<file path="src/rtl/plusarg_pkg.sv">
// Shared types and ASCII constants for the run-time "+KEY=value" argument parser.
package plusarg_pkg;

  typedef enum logic [2:0] {
    IDLE,
    MATCH,
    EQ,
    VALUE,
    SKIP
  } state_e;

  localparam logic [7:0] PLUS   = 8'h2B;
  localparam logic [7:0] EQUALS = 8'h3D;
  localparam logic [7:0] SPACE  = 8'h20;
  localparam logic [7:0] LF     = 8'h0A;
  localparam logic [7:0] ZERO   = 8'h30;
  localparam logic [7:0] NINE   = 8'h39;

  function automatic logic is_sep(input logic [7:0] b);
    return (b == SPACE) || (b == LF);
  endfunction

endpackage

</file>
<file path="src/rtl/plusarg_digit_decode.sv">
// Byte to digit decoder: decimal always, hex letters a-f/A-F only while hex_i is high.
module plusarg_digit_decode
  import plusarg_pkg::*;
(
  input  logic [7:0] byte_i,
  input  logic       hex_i,
  output logic       is_digit_o,
  output logic [3:0] digit_o
);

  always_comb begin
    is_digit_o = 1'b0;
    digit_o    = 4'h0;
    if (byte_i >= ZERO && byte_i <= NINE) begin
      is_digit_o = 1'b1;
      digit_o    = byte_i[3:0];
    end else if (hex_i && ((byte_i >= 8'h61 && byte_i <= 8'h66) ||
                           (byte_i >= 8'h41 && byte_i <= 8'h46))) begin
      // 'a'/'A' have low nibble 1, so +9 maps them onto 10..15
      is_digit_o = 1'b1;
      digit_o    = byte_i[3:0] + 4'd9;
    end
  end

endmodule

</file>
<file path="src/rtl/plusarg_parser.sv">
// Streaming "+KEY=value" token parser with valid/ready output and malformed-value pulse.
// Define PLUSARG_HEX_EN to accept a leading "0x"/"0X" and hexadecimal digits in the value.
module plusarg_parser
  import plusarg_pkg::*;
#(
  parameter int                    W       = 8,
  parameter int                    KEY_LEN = 4,
  parameter logic [KEY_LEN*8-1:0]  KEY     = "SEED"
) (
  input  logic         clk,
  input  logic         reset,
  input  logic [7:0]   in_data,
  input  logic         in_valid,
  input  logic         in_last,
  output logic         in_ready,
  output logic [W-1:0] out_data,
  output logic         out_valid,
  input  logic         out_ready,
  output logic         out_err
);

  localparam int AW = W + 4;
  localparam logic [AW-1:0] MAX_VAL = {4'h0, {W{1'b1}}};

  state_e          state_q, state_d;
  logic [3:0]      idx_q, idx_d;
  logic [AW-1:0]   acc_q, acc_d;
  logic            have_dig_q, have_dig_d;
  logic            bad_q, bad_d;
  logic            ovf_q, ovf_d;
  logic            hex_q, hex_d;
  logic [W-1:0]    out_data_q, out_data_d;
  logic            out_valid_q, out_valid_d;
  logic            out_err_q, out_err_d;

  logic [7:0]      key_arr [16];
  logic            accept, sep, term, is_digit, hex_prefix;
  logic [3:0]      digit;
  logic [AW-1:0]   acc_mul, acc_step;

  genvar gi;
  generate
    for (gi = 0; gi < 16; gi++) begin : g_key
      if (gi < KEY_LEN) begin : g_used
        assign key_arr[gi] = KEY[(KEY_LEN-1-gi)*8 +: 8];
      end else begin : g_pad
        assign key_arr[gi] = 8'h00;
      end
    end
  endgenerate

  plusarg_digit_decode u_decode (
    .byte_i    (in_data),
    .hex_i     (hex_q),
    .is_digit_o(is_digit),
    .digit_o   (digit)
  );

  assign in_ready = !(out_valid_q && !out_ready);
  assign accept   = in_valid && in_ready;
  assign sep      = is_sep(in_data);
  assign term     = sep || in_last;
  assign acc_mul  = hex_q ? {acc_q[AW-5:0], 4'h0} : ((acc_q << 3) + (acc_q << 1));
  assign acc_step = acc_mul + {{W{1'b0}}, digit};

`ifdef PLUSARG_HEX_EN
  logic [1:0] nchar_q, nchar_d;
  // "0x" is only a prefix when the '0' was the single character seen so far
  assign hex_prefix = (nchar_q == 2'd1) && have_dig_q && (acc_q == '0) && !hex_q &&
                      ((in_data == 8'h78) || (in_data == 8'h58));
`else
  assign hex_prefix = 1'b0;
`endif

  always_comb begin
    state_d     = state_q;
    idx_d       = idx_q;
    acc_d       = acc_q;
    have_dig_d  = have_dig_q;
    bad_d       = bad_q;
    ovf_d       = ovf_q;
    hex_d       = hex_q;
    out_data_d  = out_data_q;
    out_valid_d = out_valid_q && !out_ready;
    out_err_d   = 1'b0;
`ifdef PLUSARG_HEX_EN
    nchar_d     = nchar_q;
`endif
    if (accept) begin
      case (state_q)
        IDLE: begin
          if (term)                  state_d = IDLE;
          else if (in_data == PLUS) begin
            state_d = MATCH;
            idx_d   = 4'd0;
          end else                   state_d = SKIP;
        end
        MATCH: begin
          if (term) state_d = IDLE;
          else if (in_data == key_arr[idx_q]) begin
            if (idx_q == 4'(KEY_LEN - 1)) state_d = EQ;
            else                          idx_d   = idx_q + 4'd1;
          end else state_d = SKIP;
        end
        EQ: begin
          if (term) state_d = IDLE;
          else if (in_data == EQUALS) begin
            state_d    = VALUE;
            acc_d      = '0;
            have_dig_d = 1'b0;
            bad_d      = 1'b0;
            ovf_d      = 1'b0;
            hex_d      = 1'b0;
`ifdef PLUSARG_HEX_EN
            nchar_d    = 2'd0;
`endif
          end else state_d = SKIP;
        end
        VALUE: begin
          if (!sep) begin
`ifdef PLUSARG_HEX_EN
            if (nchar_q != 2'd2) nchar_d = nchar_q + 2'd1;
`endif
            if (hex_prefix) begin
              hex_d      = 1'b1;
              have_dig_d = 1'b0;
            end else if (is_digit) begin
              acc_d      = acc_step;
              have_dig_d = 1'b1;
              if (acc_step > MAX_VAL) ovf_d = 1'b1;
            end else begin
              bad_d = 1'b1;
            end
          end
          if (term) begin
            if (have_dig_d && !bad_d && !ovf_d) begin
              out_data_d  = acc_d[W-1:0];
              out_valid_d = 1'b1;
            end else begin
              out_err_d = 1'b1;
            end
            state_d = IDLE;
          end
        end
        SKIP: begin
          if (term) state_d = IDLE;
        end
        default: state_d = IDLE;
      endcase
    end
  end

  always_ff @(posedge clk or posedge reset) begin
    if (reset) begin
      state_q     <= IDLE;
      idx_q       <= 4'd0;
      acc_q       <= '0;
      have_dig_q  <= 1'b0;
      bad_q       <= 1'b0;
      ovf_q       <= 1'b0;
      hex_q       <= 1'b0;
      out_data_q  <= '0;
      out_valid_q <= 1'b0;
      out_err_q   <= 1'b0;
    end else begin
      state_q     <= state_d;
      idx_q       <= idx_d;
      acc_q       <= acc_d;
      have_dig_q  <= have_dig_d;
      bad_q       <= bad_d;
      ovf_q       <= ovf_d;
      hex_q       <= hex_d;
      out_data_q  <= out_data_d;
      out_valid_q <= out_valid_d;
      out_err_q   <= out_err_d;
    end
  end

`ifdef PLUSARG_HEX_EN
  always_ff @(posedge clk or posedge reset) begin
    if (reset) nchar_q <= 2'd0;
    else       nchar_q <= nchar_d;
  end
`endif

  assign out_data  = out_data_q;
  assign out_valid = out_valid_q;
  assign out_err   = out_err_q;

endmodule

</file>
<file path="config.mk">
export PLATFORM = sky130hd
export DESIGN_NAME = plusarg_parser
export DESIGN_NICKNAME = d
export VERILOG_FILES = /design/src/rtl/plusarg_pkg.sv /design/src/rtl/plusarg_digit_decode.sv /design/src/rtl/plusarg_parser.sv
export SDC_FILE = /design/constraint.sdc
export NUM_CORES = 1
export LEC_CHECK = 0
export CORE_MARGIN = 2
export CORE_UTILIZATION = 43
export CTS_CLUSTER_DIAMETER = 30
export DETAILED_ROUTE_END_ITERATION = 8
export HOLD_SLACK_MARGIN = 0.08
export SYNTH_ARGS = -nofsm -noshare
export SYNTH_HDL_FRONTEND = slang
export SYNTH_SLANG_ARGS = --single-unit
</file>
<file path="constraint.sdc">
create_clock -name clk -period 4.13 [get_ports clk]
set_input_delay 0.6195 -clock clk [delete_from_list [all_inputs] [get_ports clk]]
set_output_delay 0.6195 -clock clk [all_outputs]
set_load 0.01 [all_outputs]
</file>
==> results of run 1 <==
==> cells in the mapped netlist, drive strengths merged (2+ instances only) <==
| cell type | number | area share (%) |
|---|---|---|
| ha | 22 | 11 |
| xnor2 | 3 | 1.1 |
| o21ai | 8 | 1.6 |
| fa | 2 | 1.6 |
| o31ai | 5 | 1.5 |
| and2 | 3 | 0.77 |
| nor2b | 4 | 1.0 |
| a22o | 9 | 3.2 |
| nand3 | 11 | 2.3 |
| a21oi | 9 | 2.3 |
| mux2i | 6 | 2.5 |
| o211ai | 2 | 0.62 |
| nor3b | 2 | 0.62 |
| or3 | 2 | 0.51 |
| o2bb2ai | 3 | 1.1 |
| nor2 | 24 | 3.8 |
| xor2 | 2 | 0.72 |
| inv | 18 | 2.8 |
| mux2 | 8 | 4.8 |
| o22ai | 2 | 0.51 |
| or2 | 3 | 0.77 |
| nand2 | 24 | 3.8 |
| nand4 | 4 | 1.0 |
| a31oi | 3 | 0.77 |
| nand2b | 8 | 2.1 |
| dfrtp | 31 | 32 |
| a2111o | 2 | 0.92 |
| or4 | 3 | 1.1 |
| buf | 3 | 0.87 |
| a211oi | 3 | 1.6 |
| nor3 | 7 | 1.4 |
| clkbuf | 7 | 1.1 |
| o41ai | 2 | 1.5 |
| o311ai | 2 | 0.72 |
| nor4 | 2 | 0.51 |
==> registers in the layout, indices dropped and copies added (netlist names) <==
register	cells
state_q	3
out_err	1
out_data	8
ovf_q	1
bad_q	1
idx_q	4
acc_q	11
out_valid	1
have_dig_q	1
==> power by group through the flow <==
stage	sequential [mW]	clock (mW)	combinational, mW
floorplan	0.315	0	0.0279
global placement	0.316	0	0.0555
detailed placement	0.316	0	0.0563
CTS	0.310	0.279	0.0558
global route	0.310	0.292	0.0620
finish	0.310	0.276	0.0561
==> cell families (layout without fill, tap and decap cells) <==
family	after synthesis	in the layout	share of synthesized area [%]
AO/OA/AOI/OAI	58	58	19.4
adder cells (fa/ha/maj)	24	24	12.9
flip-flops	31	31	31.8
AND/OR/NAND/NOR	104	104	22.1
buffers and inverters	28	80	4.77
XOR/XNOR	5	5	1.80
multiplexers	14	14	7.24
==> metal layers <==
layer  part of all wire (%)  global-route usage [%]  vias to the layer above
li1                       -                       -                     1072
met1                     47                    25.9                     1052
met2                     48                    32.7                       32
met3                    3.1                    3.98                       10
met4                    1.2                    6.90                        0
met5                      0                       0                        -
==> worst reg2reg max path: stages (launching register included) <==
cell and delay [ns]:
dfrtp_1 0.39, inv_1 0.09, fa_1 0.56, inv_1 0.07
ha_4 0.22, a21oi_4 0.16, nor3_2 0.07, or4_1 0.50
a2111o_1 0.48, o41ai_4 0.39, buf_12 0.18, mux2_4 0.30
==> final timing paths <==
path / start / endpoint / slack, ns / depth (start not counted)
min: bad_q / bad_q / 0.51 / 2
min in group asynchronous: reset / out_data[2] / 0.70 / 3
max in group asynchronous: reset / idx_q[1] / 3.11 / 3
max: in_data[6] / out_data[5] / 0.09 / 14
max reg2reg: acc_q[0] / out_data[5] / 0.61 / 11
min reg2reg: bad_q / bad_q / 0.51 / 2
==> timing repair <==
item / 4_1_cts / 5_1_grt
setup buffers: 2 / 1
setup endpoints to repair: 11 / 11
pin swaps: 8 / 7
gates resized for setup: 13 / 4
gates cloned: 0 / 0
==> through the flow <==
stage	setup TNS, ns	setup WS [ns]	utilization (%)	cell area, um2
after floorplan	-2.99	-0.373	-	2480
after global placement	-4.71	-0.454	53.7	2960
after detailed placement	-5.42	-0.516	53.7	2960
after CTS	0	0.00226	56.1	3090
after global routing	-0.0113	-0.0106	56.8	3130
final	0	0.0856	56.8	3130
==> cell type report <==
cell class              instances  area share, %
multi-input cells             205           51.8
clock buffers                   8           3.20
flip-flops and latches         31           24.8
inverters                      18           2.16
well taps                      72           2.88
repair buffers                 54           15.2
==> impl_metrics.ini, run 1 <==
[finish]
regArea_um2 = 776
finalNonFillerCells = 388
layout_common_cells = dfrtp_1, buf_4, nor2_1, nand2_1, ha_1
final_common_cell = dfrtp_1
areaGrowthSynthToFinish_pct = 28.3
nNetsFinal = 352
n_antenna_cell = 0
layout-drive-gt1-share_pct = 22.5
multiInputGateArea_um2 = 1620
nFillCells = 492

[yosys]
synth_area_um2 = 2440
synthDistinctLibCells = 61
synth_nets = 301
synth_seq_cells = 31
synth_warnings = 0
synth_cells = 264
avgSynthCellArea_um2 = 9.23
synthArstFlopShare_pct = 100
seq_area_frac_synth_pct = 31.8
synth_ff_type = dfrtp_1
synth_edf_count = 0

[clock_network]
htreeDepth = 2
clockRootBuffer = clkbuf_8
cts.sinks = 31
clk_latency_ns = 0.29
clk_pin_slew_worst_paths_ns = 0.07
cts_tree = built
clockBufferDepth = 2
cts_buffers = 5
hold_buffers = 0

[setup_path]
end_kind = register
worstSetupPathType = input port to register
cp.buffers_inverters = 3
critical_path_required_ns = 4.31
crit_fanout = 8
max_stage_delay_ns = 0.50
cp-start-kind = input port
cp.arrival_ns = 4.23
crit_chain = dlygate4sd2_1 -> nor3b_4 -> and3_4 -> nand2_2 -> fa_1 -> inv_1 -> ha_4 -> a21oi_4 -> nor3_2 -> or4_1 -> a2111o_1 -> o41ai_4 -> buf_12 -> mux2_4
crit_path_top_delay_cell = fa_1
cp_top_family = simple AND/OR/NAND/NOR gates

[floorplanning]
pin_count = 24
core_um2 = 5510
rows = 27
dieArea_um2 = 6290
initial_core_util_pct = 44.3
die_w_um = 79.3
fp.dieH_um = 79.3

[grt]
antenna_found_initial = 0
grt_use_total_pct = 19.8
first_global_vias = 2107
grt_pass1_wl_mm = 9.62
grt_start_max_net_pins = 32
grt-ovfl-total = 0

[route]
firstDrtPassIters = 4
via_count = 2166
via_per_inst = 5.58
routedWlPerCell_um = 15.3
ant_nets = 0
drc = 0
drtIter0Drc = 82
routed_wl_mm = 5.94

[timing]
slew_viol_final = 0
post-route-period-util_pct = 97.9
slew_headroom_pct = 42.8
worst_pin_slew_ns = 0.855
setup_viol = 0
fin_crit_ns = 4.04
fin_hold_ws_ns = 0.509
fmax_ghz = 0.247
fin_skew_ns = 0.00869
hold_violations = 0

[placed_design]
hpwl_mm = 4.38
dp.cells = 377
place_congestion = 0.798
port_buffers = 23

[power]
comb_power_share_pct = 8.7
intPower_uw = 485
p_seq_share_pct = 48.3
p_total_uw = 642
power.leakage_nw = 1.48
p_sw_uw = 158
ir_drop_v = 0.000176
clkPwrFrac_pct = 43.0
power.density_nw_per_um2 = 205
netSwitchingFraction_pct = 24.5

[run_status]
status = completed

[flow_run]
drv_cap = 0

[worst_hold_path]
hp-class = register to register
Power figures use the tool's default switching activity.
==> inputs of run 2 (changes only) <==
--- a/config.mk
+++ b/config.mk
@@ -5,6 +5,7 @@
 export SDC_FILE = /design/constraint.sdc
 export NUM_CORES = 1
 export LEC_CHECK = 0
+export ABC_CLOCK_PERIOD_IN_PS = 4130
 export CORE_MARGIN = 2
 export CORE_UTILIZATION = 43
 export CTS_CLUSTER_DIAMETER = 30
==> results of run 2 <==
Final layout, timing and power as in run 1 (identical DEF).
==> inputs of run 3 (changes only) <==
--- a/config.mk
+++ b/config.mk
@@ -6,6 +6,7 @@
 export NUM_CORES = 1
 export LEC_CHECK = 0
 export ABC_CLOCK_PERIOD_IN_PS = 4130
+export CAP_MARGIN = 20
 export CORE_MARGIN = 2
 export CORE_UTILIZATION = 43
 export CTS_CLUSTER_DIAMETER = 30
==> results of run 3 <==
Final layout, timing and power as in run 1 (identical DEF).
==> RTL edit: new RTL, settings of run 1 <==
Re-encode `state_e` (5 states) as Gray code, 3 bits wide.
--- a/src/rtl/plusarg_pkg.sv
+++ b/src/rtl/plusarg_pkg.sv
@@ -2,11 +2,11 @@
 package plusarg_pkg;
 
   typedef enum logic [2:0] {
-    IDLE,
-    MATCH,
-    EQ,
-    VALUE,
-    SKIP
+    IDLE  = 3'b000,
+    MATCH = 3'b001,
+    EQ    = 3'b011,
+    VALUE = 3'b010,
+    SKIP  = 3'b110
   } state_e;
 
   localparam logic [7:0] PLUS   = 8'h2B;
Formal check against the unedited RTL: same outputs for any inputs over 10 cycles, from zero or initial values and one cycle with reset high; not proved beyond that.
==> RTL edit against run 1 <==
Routed wire length decreased by 3.5%; worst setup slack improved by 0.072 ns; design area increased by 0.16%; synthesized cell count unchanged; sequential share of layout area about the same; sequential cell count unchanged; global-route usage decreased by 0.76 points; register-to-register slack improved by 0.19 ns; via count decreased by 2.6%; synthesized area about the same.
Power is not compared: it rests on default switching activity, and its combinational part moved more than twofold at a synthesized area within 25%.
==> RTL edit: results (changes against run 1) <==
Route
The routed wire length on met3 is 153 microns (-18%). The top metal layer carrying routed signals is met4. The number of optimization iterations in the first detailed-route pass is 4 (unchanged). The routed via count is 2110 (-2.6%). The detailed-route wire length on metal 1 is 2630 microns (-6.9%). The detailed route wirelength on metal2 is 2900 microns (+1.3%). The detailed-route wire length per cell is 14.8 microns (-3.2%). The DRC marker count from the first detailed-route iteration is 75 (-8.5%).

Worst setup path
The minimum setup slack among reg-to-reg paths is 0.80 ns (+0.19 ns). The delay of the slowest cell on the worst path is 0.55 ns (+0.05 ns). The cell class contributing the biggest share of worst-path delay is simple AND/OR/NAND/NOR gates. The highest fanout seen on the critical path is 4 (-4).

Layout
The filler cell count in the final layout was 479 (-2.6%). The number of nets at the end of the flow is 351 (-0.28%). The final non-filler cell total is 387 (-0.26%).

The largest register by flop count is acc_q. The share of cells above drive strength 1 is 21.0% (-1.5 points). The count of antenna diodes in the layout is 0 (unchanged).

Placed design
The final weighted congestion in routability-driven placement came to 0.896 (+12%). The post-DP HPWL is 4380 microns (about the same). The placement-stage cell area is 2920 sq um (-1.4%). The number of I/O port buffers is 23 (unchanged). The number of instances in the placed design is 376 (-0.27%).

Power
In this run the power spent charging and discharging nets is 202 uW. The sequential share of power is 42.6%. IR analysis of the VDD net gives a maximum drop of 0.000165 V. The leakage power total is ~0.0015 uW.

Combinational cells consume a total of between 100 and 150 uW.

Synthesis
The share of the yosys chip area belonging to registers was 31.8% (about the same). After synthesis, the cell types taking the most area are sky130_fd_sc_hd__dfrtp_1, sky130_fd_sc_hd__ha_1, sky130_fd_sc_hd__mux2_4. The count of cell types in the netlist is 57 (-6.6%). The most used flip-flop cell after synthesis is sky130_fd_sc_hd__dfrtp_1.

The synthesized netlist net count is 301 (unchanged). The commonest cells after synthesis are sky130_fd_sc_hd__dfrtp_1, sky130_fd_sc_hd__nand2_1, sky130_fd_sc_hd__ha_1, sky130_fd_sc_hd__nor2_1, sky130_fd_sc_hd__inv_1. The yosys synthesis warning count is 0 (unchanged). The fraction of synthesis flops using an asynchronous set or reset pin is 100% (unchanged).

Clock network
The number of buffers inserted by post-CTS setup repair is 0 (-2). The tree is rooted in a sky130_fd_sc_hd__clkbuf_8. The total number of H-tree levels came to 2 (unchanged). The buffer depth of the longest clock path is 2 (unchanged).

The later pin in the worst-skew pair is clocked with a latency of between 0.2 and 0.3 ns. The post-CTS resize count is 0 (-13). The clock-pin slew on the worst setup and hold paths is 0.07 ns (about the same). The total CTS buffers is 5 (unchanged).

GRT
The overall global routing resource usage is 19.1% (-0.76 points). The wire length of the first global-routing pass is 9520 microns (-1.0%). The largest net degree at the start of global routing is 32 (unchanged).

The global-route met1 utilization is 25.3% (-0.53 points). The initial antenna violation count is 0 (unchanged). The fraction of met3 tracks used by global routing is 3.18% (-0.80 points).

The met2 track utilization from global routing is 32.9% (+0.17 points).

Worst hold path
The kind of path behind the tightest hold check is register to register.

STA
The transition time at the pin with the least slew margin is 0.675 ns (-0.180 ns). The final setup skew came to 0.00666 ns (-0.00203 ns).

Run status
The run finished with clean final reports.
-- RTL edit: cell type report --
type                            instances  area, sq um  area share (%)
Timing Repair Buffer                   50          478            15.3
Clock inverter                          2         35.0            1.12
Multi-Input combinational cell        206         1600            51.0
Inverter                               20         75.1            2.40
Tap cell                               72         90.1            2.88
Clock buffer                            6         82.6            2.64
Sequential cell                        31          776            24.8
-- RTL edit: logic make-up (layout without fill, tap and decap cells) --
kind of cell             after synthesis  after routing  synth area share, %
buffers and inverters                 27             78                 4.82
XOR/XNOR                               9              9                 3.23
flip-flops                            31             31                 31.8
multiplexers                          15             15                 7.70
AO/OA/AOI/OAI                         57             57                 17.5
AND/OR/NAND/NOR                      101            101                 22.0
adder cells (fa/ha/maj)               24             24                 12.9
-- RTL edit: worst paths after layout --
| path | from | end | cells past startpoint |
|---|---|---|---|
| min reg2reg | bad_q | bad_q | 2 |
| max | in_data[4] | out_data[5] | 13 |
| min | bad_q | bad_q | 2 |
| max in group asynchronous | reset | acc_q[2] | 3 |
| max reg2reg | acc_q[2] | out_data[5] | 11 |
| min in group asynchronous | reset | idx_q[0] | 3 |
-- RTL edit: worst reg2reg max path, delay by kind of cell (launching register included) --
kind                       cells  cell delay, ns
adders and majority gates      2            0.81
muxes                          1            0.29
buffers and inverters          3            0.32
DFF                            1            0.38
AOI/OAI and AO/OA              3            0.81
and+or+nand+nor                2            0.62
-- RTL edit: through the flow --
stage	TNS (ns)	power (uW)	setup slack (ns)	util (%)	hold WS, ns
floorplan	0	413	0.0237	-	0.467
global placement	-2.26	466	-0.271	53.0	0.486
detailed placement	-2.56	467	-0.311	53.0	0.496
CTS	0	785	0.0476	55.1	0.511
global route	0	818	0.0101	56.9	0.530
finish	0	778	0.158	56.9	0.504
